**src/rtl/dbg_pkg.sv**
```systemverilog
// rtl/dbg_pkg.sv - shared types and request priority for multi-hart run control
package dbg_pkg;

  typedef enum logic [1:0] {
    DBG_RUN  = 2'b00,
    DBG_HALT = 2'b01,
    DBG_STEP = 2'b10
  } dbg_state_t;

  // Effective request after priority resolution: halt beats step beats resume.
  typedef enum logic [1:0] {
    REQ_NONE   = 2'b00,
    REQ_HALT   = 2'b01,
    REQ_STEP   = 2'b10,
    REQ_RESUME = 2'b11
  } dbg_req_t;

  function automatic dbg_req_t pick_req(input logic halt, input logic step, input logic resume);
    if (halt)        return REQ_HALT;
    else if (step)   return REQ_STEP;
    else if (resume) return REQ_RESUME;
    else             return REQ_NONE;
  endfunction

endpackage

```
**src/rtl/dbg_hart_ctrl.sv**
```systemverilog
// rtl/dbg_hart_ctrl.sv - one hart's run/halt/step FSM with step counter
module dbg_hart_ctrl
  import dbg_pkg::*;
#(
  parameter int STEP_W        = 8,
  parameter bit HALT_ON_RESET = 1'b0
) (
  input  logic              sys_clk,
  input  logic              dbg_rst,
  input  logic              halt,
  input  logic              step,
  input  logic              resume,
  input  logic              ext_halt,
  input  logic [STEP_W-1:0] step_count,
  output logic              clk_en,
  output logic              halted,
  output logic              step_done,
  output logic              stepping
);

  localparam dbg_state_t RESET_STATE = HALT_ON_RESET ? DBG_HALT : DBG_RUN;

  dbg_state_t        state, state_next;
  logic [STEP_W-1:0] cnt, cnt_next;
  logic              done_next;
  logic              any_halt;

  assign any_halt = halt | ext_halt;

  always_ff @(posedge sys_clk) begin
    if (!dbg_rst) begin
      state     <= RESET_STATE;
      cnt       <= '0;
      step_done <= 1'b0;
      clk_en    <= !HALT_ON_RESET;
    end else begin
      state     <= state_next;
      cnt       <= cnt_next;
      step_done <= done_next;
      clk_en    <= (state_next != DBG_HALT);
    end
  end

  always_comb begin
    state_next = state;
    cnt_next   = cnt;
    done_next  = 1'b0;
    unique case (state)
      DBG_RUN: begin
        if (any_halt) state_next = DBG_HALT;
      end
      DBG_HALT: begin
        // Halt sources are meaningless here; ext_halt re-halts only after leaving.
        unique case (pick_req(1'b0, step, resume))
          REQ_STEP: begin
            state_next = DBG_STEP;
            cnt_next   = (step_count == '0) ? STEP_W'(1) : step_count;
          end
          REQ_RESUME: state_next = DBG_RUN;
          default:    state_next = DBG_HALT;
        endcase
      end
      DBG_STEP: begin
        if (any_halt) begin
          state_next = DBG_HALT;
          cnt_next   = '0;
        end else if (cnt <= STEP_W'(1)) begin
          state_next = DBG_HALT;
          cnt_next   = '0;
          done_next  = 1'b1;
        end else begin
          cnt_next = cnt - STEP_W'(1);
        end
      end
      default: begin
        state_next = RESET_STATE;
        cnt_next   = '0;
      end
    endcase
  end

  assign halted   = (state == DBG_HALT);
  assign stepping = (state == DBG_STEP);

endmodule

```
**src/rtl/dbg_run_ctrl.sv**
```systemverilog
// rtl/dbg_run_ctrl.sv - multi-hart run control: per-hart request fan-out and busy reduction
module dbg_run_ctrl
  import dbg_pkg::*;
#(
  parameter int NUM_HARTS     = 4,
  parameter int STEP_W        = 8,
  parameter bit HALT_ON_RESET = 1'b0
) (
  input  logic                 sys_clk,
  input  logic                 dbg_rst,
  input  logic                 halt_req,
  input  logic                 step_req,
  input  logic                 resume_req,
  input  logic [NUM_HARTS-1:0] hart_sel,
  input  logic [STEP_W-1:0]    step_count,
  input  logic [NUM_HARTS-1:0] ext_halt,
  output logic [NUM_HARTS-1:0] clk_en,
  output logic [NUM_HARTS-1:0] halted,
  output logic [NUM_HARTS-1:0] step_done,
  output logic                 busy
);

  logic [NUM_HARTS-1:0] stepping;

  for (genvar i = 0; i < NUM_HARTS; i++) begin : g_hart
    dbg_hart_ctrl #(
      .STEP_W        (STEP_W),
      .HALT_ON_RESET (HALT_ON_RESET)
    ) u_hart (
      .sys_clk    (sys_clk),
      .dbg_rst    (dbg_rst),
      .halt       (halt_req & hart_sel[i]),
      .step       (step_req & hart_sel[i]),
      .resume     (resume_req & hart_sel[i]),
      .ext_halt   (ext_halt[i]),
      .step_count (step_count),
      .clk_en     (clk_en[i]),
      .halted     (halted[i]),
      .step_done  (step_done[i]),
      .stepping   (stepping[i])
    );
  end

  assign busy = |stepping;

endmodule

```
**config.mk**
```make
export PLATFORM = sky130hd
export DESIGN_NAME = dbg_run_ctrl
export DESIGN_NICKNAME = d
export VERILOG_FILES = /design/src/rtl/dbg_pkg.sv /design/src/rtl/dbg_hart_ctrl.sv /design/src/rtl/dbg_run_ctrl.sv
export SDC_FILE = /design/constraint.sdc
export NUM_CORES = 1
export LEC_CHECK = 0
export CORE_UTILIZATION = 45
export CTS_BUF_LIST = sky130_fd_sc_hd__clkbuf_4
export CTS_CLUSTER_DIAMETER = 80
export DETAILED_ROUTE_END_ITERATION = 12
export GPL_ROUTABILITY_DRIVEN = 0
export PLACE_DENSITY = 0.7
export SLEW_MARGIN = 20
export SYNTH_ARGS = -nofsm -noshare
export SYNTH_HDL_FRONTEND = slang
export SYNTH_SLANG_ARGS = --single-unit
```
**constraint.sdc**
```tcl
create_clock -name sys_clk -period 2.5 [get_ports sys_clk]
set_input_delay 0.25 -clock sys_clk [delete_from_list [all_inputs] [get_ports sys_clk]]
set_output_delay 0.25 -clock sys_clk [all_outputs]
set_load 0.005 [all_outputs]
```
-- Word-level counts from Yosys, hierarchy flattened
Cells that the tools add are included.
- magnitude comparators: 4
- reductions and logical operators: 14
- add/sub/neg operators: 4
- mux-type cells: 53
- bitwise logic cells: 25
- divide/modulo/power cells: 0
- equality and inequality tests: 24
- shift operators: 0
- $mul: 0
- operators with widths (kind ; number):
    $mux 8 ; 13
    $pmux 8 s3 ; 4
    $mux 2 ; 24
    $le 8x1->1 const B ; 4
    $sub 8x1->8 const B ; 4
    $eq 2x2->1 const B ; 12
    $pmux 2 s3 ; 4
    $pmux 2 s2 ; 4
    $and 1x1->1 ; 12
    $reduce_or 3->1 ; 4
    $not 1->1 ; 9
    $eq 2x1->1 const B ; 4
    $logic_not 2->1 ; 4
    $logic_not 8->1 ; 1
    $ne 2x1->1 const B ; 4
    $ne 2x2->1 const B ; 4
    $reduce_and 2->1 ; 4
    $mux 1 ; 4
    $or 1x1->1 ; 4
    $reduce_or 4->1 ; 1
- latch bits: 0
- memories kept: 0
- word-level logic and storage cells: 140
- memory bits (read-only): 0
- flip-flop bits (word level): 48
- RAM bits: 0

-- Depth between registers and ports, before layout
Gate-level depths: netlist (run 1).
- word-level depth: 8
- mapped depth: 9
- depth with buffers taken out: 7

-- Modules after synthesis
From an unflattened synthesis (run 1), not the netlist that was laid out.
- cell total of the unflattened synthesis: 362
- area, all modules: 3146.8 um^2
- by module, submodules not included (module ; times used ; cells each ; area an instance (um^2)):
    dbg_hart_ctrl at g_hart[0].u_hart ... ; 3 ; 87 ; 767.0
    dbg_hart_ctrl at g_hart[3].u_hart ; 1 ; 88 ; 763.2
    dbg_run_ctrl ; 1 ; 13 ; 82.6

-- Least setup slack after synthesis (run 1)
Ideal clock, no wire load.
- kind: register -> register
- start point: register g_hart[3].u_hart.state[1]
- end point: register g_hart[3].u_hart.cnt[3]
- buffers on the path: 2
- data arrival time: 1.928 ns
- data required time: 2.394 ns
- stages on the path, launching flop included: 9
- setup slack: 0.466 ns
- setup time: 0.106 ns
- path through: dfxtp_1 -> inv_1 -> ha_1 -> a21boi_1 -> or3_1 -> clkbuf_1 -> or2_1 -> buf_6 -> o311ai_0
- word-level cells in the longest chain between the ends: 3
- elaborated cells on any way between the ends: 7
- those cells by class: eq/ne (3); mux (1); bitwise (1); reduce/logical (2)
- ends and longest elaborated chain (item ; RTL line ; source):
    start, declared ; dbg_hart_ctrl.sv:23 ; dbg_state_t state, state_next;
    start signal, assigned ; dbg_hart_ctrl.sv:37 ; state <= state_next;
    $eq 2x1->1 (*) ; n/a ;
    named net g_hart[3].u_hart.halted ; dbg_hart_ctrl.sv:16 ; output logic halted,
    $ne 2x2->1 (no source line) ; n/a ;
    $reduce_and 2->1 (no source line) ; n/a ;
    end signal, assigned ; dbg_hart_ctrl.sv:38 ; cnt <= cnt_next;
    end, declared ; dbg_hart_ctrl.sv:24 ; logic [STEP_W-1:0] cnt, cnt_next;
The timed path passes the listed nets; every way through them passes the cells marked *.
A chain may end at the register's enable or synchronous reset.

-- Final worst setup path (run 1)
- start point: register g_hart[1].u_hart.state[0]
- end point: output port busy
- word-level cells in the longest chain between the ends: 2
- ends and longest elaborated chain (item ; RTL line ; source):
    start, declared ; dbg_hart_ctrl.sv:23 ;
    start signal, assigned ; dbg_hart_ctrl.sv:37 ;
    $eq 2x2->1 ; dbg_hart_ctrl.sv:83 ; assign stepping = (state == DBG_STEP);
    $reduce_or 4->1 ; dbg_run_ctrl.sv:44 ; assign busy = |stepping;
    end, declared ; dbg_run_ctrl.sv:20 ; output logic busy
No other way between the ends.

==> impl_table.tex, run 1 <==
\begin{tabular}{lr}
\hline
Metric & Value \\
\hline
\multicolumn{2}{l}{\textbf{Logic synthesis}} \\
\quad Instance count of the mapped netlist & 393 \\
\quad Syn\_area\_per\_cell & 7.899 sq um \\
\quad Sequential element share of the synthesized area & 0.3096 \\
\quad Dominant synthesized flop cell & sky130\_fd\_sc\_hd\_\_dfxtp\_1 \\
\quad Number of distinct library cell variants in the gate-level netlist after synthesis & 55 \\
\quad Count of yosys warnings during synthesis & 0 \\
\quad Number of enable flip-flop cells after synthesis & 0 \\
\quad Nets in the synthesized netlist & roughly 440 \\
\quad FF+latch count, synth & 48 \\
\quad Synth Cell Area & just over 0.003 sq mm \\
\quad FFs w/ async S/R, synth & 0 \\
\multicolumn{2}{l}{\textbf{Placed design}} \\
\quad Buffers added on ports & 33 \\
\quad Cells after DPL & between 400 and 500 \\
\quad Post-placement worst setup slack & 0.1993 ns \\
\quad HPWL after detailed placement & around 6 mm \\
\multicolumn{2}{l}{\textbf{Pwr}} \\
\quad Worst vdd ir & between 300 and 400 uV \\
\quad Pwr dens & around 460 mW/mm\^{}2 \\
\quad Leakage power of the design & 1.405 nW \\
\multicolumn{2}{l}{\textbf{Setup path}} \\
\quad Critical path endpoint category & output port \\
\quad Biggest fanout along the worst timing path & 6 \\
\quad WP data required & about 2.3 ns \\
\quad Category of the critical setup timing path & reg -> out \\
\quad Crit path arrival time & approximately 2.1 ns \\
\quad CP startpoint kind & flip-flop \\
\multicolumn{2}{l}{\textbf{Clocking}} \\
\quad Number of levels the H-tree was split into & 2 \\
\quad CTS clock-pin slew for the worst setup and hold paths & between 0.1 and 0.15 ns \\
\quad Cts repair resizes & 0 \\
\quad Maximum clock insertion buffer count & 2 \\
\quad Postcts setup bufs & 0 \\
\quad Clock sinks & 48 \\
\quad Clk root buf & sky130\_fd\_sc\_hd\_\_clkbuf\_4 \\
\quad Number of buffers created by CTS & 5 \\
\quad Clock tree from TritonCTS & done \\
\quad Skew-Pair Late Insertion Delay & around 0.36 ns \\
\quad Cts-stage hold buffer count & 0 \\
\multicolumn{2}{l}{\textbf{Finish}} \\
\quad Final core area utilization & 0.5388 \\
\quad Number of antenna cells inserted & 0 \\
\quad Net count, final & approximately 460 \\
\quad Most frequent cells in the layout & 48 x sky130\_fd\_sc\_hd\_\_dfxtp\_1, 36 x sky130\_fd\_sc\_hd\_\_nand2\_1, 33 x sky130\_fd\_sc\_hd\_\_clkdlybuf4s50\_1 \\
\quad Post-synthesis to final-layout area growth & 12.74\% \\
\quad Post-layout instance count excluding filler cells & 494 \\
\quad Most frequent standard cell in the layout excluding fill and tap cells & sky130\_fd\_sc\_hd\_\_dfxtp\_1 \\
\quad Layout cell share with drive strength beyond 1 & 0.05755 \\
\multicolumn{2}{l}{\textbf{Flow run}} \\
\quad Max-cap violations & 0 \\
\multicolumn{2}{l}{\textbf{Worst hold path}} \\
\quad Hold WC Path Type & reg -> reg \\
\multicolumn{2}{l}{\textbf{Run status}} \\
\quad Status & completed \\
\multicolumn{2}{l}{\textbf{Drt}} \\
\quad Post-DRT Antenna Nets & 0 \\
\quad Detailed router's first-iteration violation count & about 160 \\
\quad Post-detailed-routing wire length & 7.905 mm \\
\quad Routed vias & slightly below 3000 \\
\quad Number of search-and-repair iterations in the first detailed-routing pass & 5 \\
\quad Drt wl/cell & $\sim$16 um \\
\quad Via density per instance & around 6 \\
\quad Number of DRC violations after detailed routing & 0 \\
\multicolumn{2}{l}{\textbf{Timing}} \\
\quad Worst hold slack & slightly below 0.5 ns \\
\quad Count of final hold-check violations & 0 \\
\quad Final clock period utilization by the worst path & 0.9454 \\
\quad Final count of negative-setup-slack endpoints & 0 \\
\quad Setup tns final & 0 ns \\
\quad Max Slew Vio Count & 0 \\
\quad Transition time at the pin with the least slew margin & around 0.66 ns \\
\quad Clock skew after layout & about 0.006 ns \\
\quad Worst slew margin relative to its limit & 0.5555 \\
\quad Smallest setup slack after layout & around 0.14 ns \\
\quad Highest Clock Rate & 0.4231 GHz \\
\quad RSZ-0062 raised after global routing & no \\
\quad Clock period minus worst slack & 2.364 ns \\
\multicolumn{2}{l}{\textbf{Die}} \\
\quad Number of placed I/O pins & 34 \\
\quad Die Ht & approximately 85 um \\
\quad Die X & approximately 85 um \\
\quad Die Area & 0.007234 sq mm \\
\quad Number of placement rows & 29 \\
\quad Effective utilization at floorplan & 0.4779 \\
\quad Core Region & 0.006495 sq mm \\
\multicolumn{2}{l}{\textbf{Global routing}} \\
\quad Met2 Track Usage GR & 0.3856 \\
\quad Via count of the first global-routing pass & between 2000 and 3000 \\
\quad Layer carrying the most global-route usage & met2 \\
\quad Fraction of met1 tracks used by global routing & 0.3044 \\
\quad Global-route wire length before repair & approximately 13 mm \\
\quad Met3 usage in global routing & 0.03405 \\
\quad Global Route Usage Sum & 0.2306 \\
\quad Initial antenna violation count & 0 \\
\quad Total overflow reported by the global router & 0 \\
\quad Maximum number of pins on one net before global-route repair & 14 \\
\hline
\end{tabular}
## state kept, by name, indices dropped and copies added (netlist names)
register,cells
g_hart.u_hart.state,8
g_hart.u_hart.clk_en,4
g_hart.u_hart.step_done,4
g_hart.u_hart.cnt,32
## through the flow
step	total power (W)	instance area, sq um
2_1_floorplan	0.001147	3104
3_3_place_gp	0.001294	3462
3_5_place_dp	0.001300	3462
4_1_cts	0.001626	3500
5_1_grt	0.001712	3500
6_report	0.001624	3500
## synthesized netlist by cell type, types with 6 or more instances
master                      n  area (sq um)
sky130_fd_sc_hd__a21oi_1   20         100.1
sky130_fd_sc_hd__dfxtp_1   48         960.9
sky130_fd_sc_hd__nor2_1    32         120.1
sky130_fd_sc_hd__a21o_1    10         75.07
sky130_fd_sc_hd__o211ai_1   6         45.04
sky130_fd_sc_hd__buf_4     12         90.09
sky130_fd_sc_hd__o21ai_0   32         160.2
sky130_fd_sc_hd__nor4_1     8         50.05
sky130_fd_sc_hd__nand2_1   36         135.1
sky130_fd_sc_hd__nand3_1   20         100.1
sky130_fd_sc_hd__clkbuf_1  10         37.54
sky130_fd_sc_hd__ha_1      24         300.3
sky130_fd_sc_hd__nand2b_1   6         37.54
sky130_fd_sc_hd__nor3_1    16         80.08
sky130_fd_sc_hd__o22ai_1    6         37.54
sky130_fd_sc_hd__inv_1     24         90.09
## layout make-up
cell class | count | area (sq um)
well taps | 77 | 96.34
clock buffers | 5 | 37.54
fillers | 615 | 2995
repair buffers | 43 | 405.4
flip-flops and latches | 48 | 960.9
multi-input cells | 297 | 1909
inverters | 24 | 90.09
## critical path, stage by stage, from the launching register on
cell and delay (ns):
sky130_fd_sc_hd__dfxtp_1 0.38, sky130_fd_sc_hd__inv_1 0.08, sky130_fd_sc_hd__ha_1 0.28, sky130_fd_sc_hd__or4_1 0.55, sky130_fd_sc_hd__clkdlybuf4s50_1 0.46
## layer usage
layer | part of all wire | vias up
met3 | 0.074 | 12
met2 | 0.47 | 109
met4 | 0.012 | 0
li1 | - | 1486
met1 | 0.45 | 1374
met5 | 0 | -
## kinds of logic (layout without fill, tap and decap cells)
group | count (synthesis) | in the layout | synth area share
compound gates | 116 | 116 | 0.2531
xor+xnor | 5 | 5 | 0.01411
fa+ha+maj | 24 | 24 | 0.09674
buf+inv | 48 | 72 | 0.07537
flops | 48 | 48 | 0.3096
mux | 1 | 1 | 0.003225
simple gates | 151 | 151 | 0.2479
## worst paths after layout
path | slack, ns | from | cells past startpoint | end
max | 0.14 | g_hart[1].u_hart.state[0] | 4 | busy
min | 0.48 | g_hart[2].u_hart.cnt[5] | 1 | g_hart[2].u_hart.cnt[5]
max reg2reg | 0.29 | g_hart[3].u_hart.state[1] | 6 | g_hart[3].u_hart.cnt[3]
min reg2reg | 0.48 | g_hart[2].u_hart.cnt[5] | 1 | g_hart[2].u_hart.cnt[5]
## report_power, final
part | internal [W] | leakage [nW] | switching, W
Sequential | 0.000798 | 0.390 | 0.0000276
Clock | 0.0000947 | 0.0230 | 0.000240
Combinational | 0.000201 | 0.992 | 0.000262
Total | 0.00109 | 1.40 | 0.000530
No activity file was read; power rests on OpenSTA's default activity.
==> run 2: changes to the inputs <==
- CORE_UTILIZATION: 45 -> 59
- PLACE_DENSITY: 0.7 -> 0.87
==> run 2 against run 1 <==
Effect of this change:
- critical path depth is the same
- hold slack gained 0.0046 ns
- via count grew 1.9%
- sequential cell count is the same
- final cell count shrank 1.4%
- critical endpoint unchanged
- highest routed layer unchanged
==> impl_table.tex, run 2 (synthesis gave the netlist of run 1 again) <==
\begin{tabular}{lr}
\hline
Metric & Value \\
\hline
\multicolumn{2}{l}{\textbf{Run status}} \\
\quad Status & completed \\
\multicolumn{2}{l}{\textbf{Clocking}} \\
\quad Clock sinks & 48 (unchanged) \\
\quad Number of levels the H-tree was split into & 2 (unchanged) \\
\quad Cts repair resizes & 0 (unchanged) \\
\quad Clock tree from TritonCTS & done \\
\quad Skew-Pair Late Insertion Delay & 0.38 ns (+0.02 ns) \\
\quad Maximum clock insertion buffer count & 2 (unchanged) \\
\quad Postcts setup bufs & 0 (unchanged) \\
\quad CTS clock-pin slew for the worst setup and hold paths & 0.14 ns (about the same) \\
\quad Cts-stage hold buffer count & 0 (unchanged) \\
\quad Number of buffers created by CTS & 5 (unchanged) \\
\quad Clk root buf & sky130\_fd\_sc\_hd\_\_clkbuf\_4 \\
\multicolumn{2}{l}{\textbf{Finish}} \\
\quad Storage cell area & 960.9 sq um (unchanged) \\
\quad Flip-flop count of the largest register after layout & 32 (unchanged) \\
\quad Most frequent standard cell in the layout excluding fill and tap cells & sky130\_fd\_sc\_hd\_\_dfxtp\_1 \\
\quad Multi-input logic area & 0.001909 sq mm (unchanged) \\
\quad Post-synthesis to final-layout area growth & 12.37\% \\
\quad Number of antenna cells inserted & 0 (unchanged) \\
\quad Net count, final & 462 (-0.43\%) \\
\quad Filler Cells Inserted & 440 (-28\%) \\
\quad Registers with the most flip-flops & g\_hart.u\_hart.cnt x32, g\_hart.u\_hart.state x8 \\
\quad Layout cell share with drive strength beyond 1 & 0.05755 (unchanged) \\
\quad Final core area utilization & 0.6874 (+0.1486) \\
\quad Most flops, register & g\_hart.u\_hart.cnt \\
\quad Post-layout instance count excluding filler cells & 487 (-1.4\%) \\
\quad Most frequent cells in the layout & 48 x sky130\_fd\_sc\_hd\_\_dfxtp\_1, 36 x sky130\_fd\_sc\_hd\_\_nand2\_1, 33 x sky130\_fd\_sc\_hd\_\_clkdlybuf4s50\_1 \\
\multicolumn{2}{l}{\textbf{Timing}} \\
\quad Worst slew margin relative to its limit & 0.5292 (-0.02630) \\
\quad Final clock period utilization by the worst path & 0.9654 (+0.01998) \\
\quad RSZ-0062 raised after global routing & no \\
\quad Clock period minus worst slack & 2.414 ns (+0.04995 ns) \\
\quad Max Slew Vio Count & 0 (unchanged) \\
\quad Final count of negative-setup-slack endpoints & 0 (unchanged) \\
\quad Clock skew after layout & 0.01126 ns (+0.005173 ns) \\
\quad Setup tns final & 0 ns (unchanged) \\
\quad Count of final hold-check violations & 0 (unchanged) \\
\quad Transition time at the pin with the least slew margin & 0.6997 ns (+0.03808 ns) \\
\quad Highest Clock Rate & 0.4143 GHz (-2.1\%) \\
\multicolumn{2}{l}{\textbf{Setup path}} \\
\quad Crit Reg-Reg Startpoint & g\_hart[3].u\_hart.state[1] \\
\quad CP startpoint kind & flip-flop \\
\quad Kind of cell adding the most delay to the critical path & simple AND/OR/NAND/NOR gates \\
\quad Crit path arrival time & 2.16 ns (+0.05 ns) \\
\quad Cell depth of the worst flop-to-flop path & 6 (unchanged) \\
\quad Critical path endpoint category & output port \\
\quad WP data required & 2.25 ns (about the same) \\
\quad Max incr delay on CP & 0.56 ns (about the same) \\
\quad Series of cell instances along the critical path & inv\_1 > ha\_1 > or4\_1 > clkdlybuf4s50\_1 \\
\quad Biggest fanout along the worst timing path & 5 (-1) \\
\quad Critical-path top delay cell & sky130\_fd\_sc\_hd\_\_or4\_1 \\
\quad Category of the critical setup timing path & reg -> out \\
\quad Endpoint of the most critical register-to-register path & g\_hart[3].u\_hart.cnt[5] \\
\quad Number of buffers and inverters on the critical path & 2 (unchanged) \\
\quad Flop-to-flop setup slack & 0.33 ns (+0.04 ns) \\
\multicolumn{2}{l}{\textbf{Global routing}} \\
\quad Global-route wire length before repair & 12.87 mm (-3.4\%) \\
\quad Maximum number of pins on one net before global-route repair & 14 (unchanged) \\
\quad Global Route Usage Sum & 0.3033 (+0.07262) \\
\quad Initial antenna violation count & 0 (unchanged) \\
\quad Total overflow reported by the global router & 0 (unchanged) \\
\quad Via count of the first global-routing pass & 2786 (-0.61\%) \\
\multicolumn{2}{l}{\textbf{Drt}} \\
\quad Detailed router's first-iteration violation count & 293 (+82\%) \\
\quad Number of search-and-repair iterations in the first detailed-routing pass & 4 (-1) \\
\quad Post-detailed-routing wire length & 7.962 mm (+0.72\%) \\
\quad Routed vias & 3038 (+1.9\%) \\
\quad Post-DRT Antenna Nets & 0 (unchanged) \\
\quad Number of DRC violations after detailed routing & 0 (unchanged) \\
\quad Via density per instance & 6.238 (+3.4\%) \\
\quad Drt wl/cell & 16.35 um (+2.2\%) \\
\multicolumn{2}{l}{\textbf{Flow run}} \\
\quad Max-cap violations & 0 (unchanged) \\
\multicolumn{2}{l}{\textbf{Placed design}} \\
\quad Buffers added on ports & 33 (unchanged) \\
\quad HPWL after detailed placement & 5.977 mm (+1.4\%) \\
\quad Cells after DPL & 480 (-1.8\%) \\
\multicolumn{2}{l}{\textbf{Worst hold path}} \\
\quad Hold Path Cell Cnt & 1 (unchanged) \\
\quad Worst hold endpoint & g\_hart[2].u\_hart.cnt[5] \\
\quad Origin of the worst min-delay path & g\_hart[2].u\_hart.cnt[5] \\
\quad Hold WC Path Type & reg -> reg \\
\multicolumn{2}{l}{\textbf{Pwr}} \\
\quad Pwr dens & 475.7 mW/mm\^{}2 (+2.5\%) \\
\quad Leakage power of the design & 1.404 nW (about the same) \\
\quad Pwr Total & 0.001659 W (+2.2\%) \\
\quad Worst vdd ir & 263.7 uV (-23\%) \\
\multicolumn{2}{l}{\textbf{Die}} \\
\quad Die Area & 0.005555 sq mm (-23\%) \\
\quad Die Ht & 74.54 um (-12\%) \\
\quad Core Region & 0.005075 sq mm (-22\%) \\
\quad Number of placed I/O pins & 34 (unchanged) \\
\quad Number of placement rows & 26 (-10\%) \\
\quad Die X & 74.54 um (-12\%) \\
\quad Effective utilization at floorplan & 0.6117 (+0.1337) \\
\hline
\end{tabular}
==> run 2: worst max path at each step <==
stage,slack [ns],depth (start not counted),end,startpoint
2_1_floorplan,0.47,8,g_hart[3].u_hart.cnt[3],g_hart[3].u_hart.state[1]
3_3_place_gp,0.32,5,g_hart[3].u_hart.cnt[7],step_req
3_5_place_dp,0.23,5,g_hart[3].u_hart.cnt[5],step_req
4_1_cts,0.08,4,busy,g_hart[0].u_hart.state[0]
5_1_grt,0.007,4,busy,g_hart[0].u_hart.state[0]
6_report,0.09,4,busy,g_hart[0].u_hart.state[0]
==> run 2: layer usage <==
metal  track usage  part of all wire
met5             0                 0
met3       0.04743             0.069
met2        0.4985              0.47
met1        0.3940              0.43
met4        0.1300             0.027
==> run 2: stage by stage <==
| step | cell area [sq um] | hold slack, ns | setup slack [ns] |
|---|---|---|---|
| 2_1_floorplan | 3104 | 0.3660 | 0.4659 |
| 3_3_place_gp | 3438 | 0.4397 | 0.3162 |
| 6_report | 3488 | 0.4846 | 0.08644 |
| 3_5_place_dp | 3438 | 0.4553 | 0.2348 |
| 5_1_grt | 3488 | 0.5032 | 0.007207 |
| 4_1_cts | 3488 | 0.4855 | 0.08367 |
==> run 2: worst register-to-register path: stages (launching register included) <==
cell,delay (ns)
sky130_fd_sc_hd__dfxtp_1,0.44
sky130_fd_sc_hd__inv_1,0.09
sky130_fd_sc_hd__ha_1,0.20
sky130_fd_sc_hd__a21boi_1,0.15
sky130_fd_sc_hd__or3_1,0.47
sky130_fd_sc_hd__or2_1,0.37
sky130_fd_sc_hd__o311ai_0,0.34
==> run 2: cell type report <==
type,count,area share
Multi-Input combinational cell,297,0.5473
Clock inverter,1,0.001435
Inverter,24,0.02582
Timing Repair Buffer,41,0.1119
Tap cell,70,0.02511
Clock buffer,6,0.01291
Sequential cell,48,0.2755
==> run 2: power by group <==
| part | switching (W) | leakage, nW | internal (W) |
|---|---|---|---|
| combinational | 0.000262 | 0.983 | 0.000201 |
| clock | 0.000255 | 0.0315 | 0.000115 |
| sequential | 0.0000279 | 0.390 | 0.000798 |
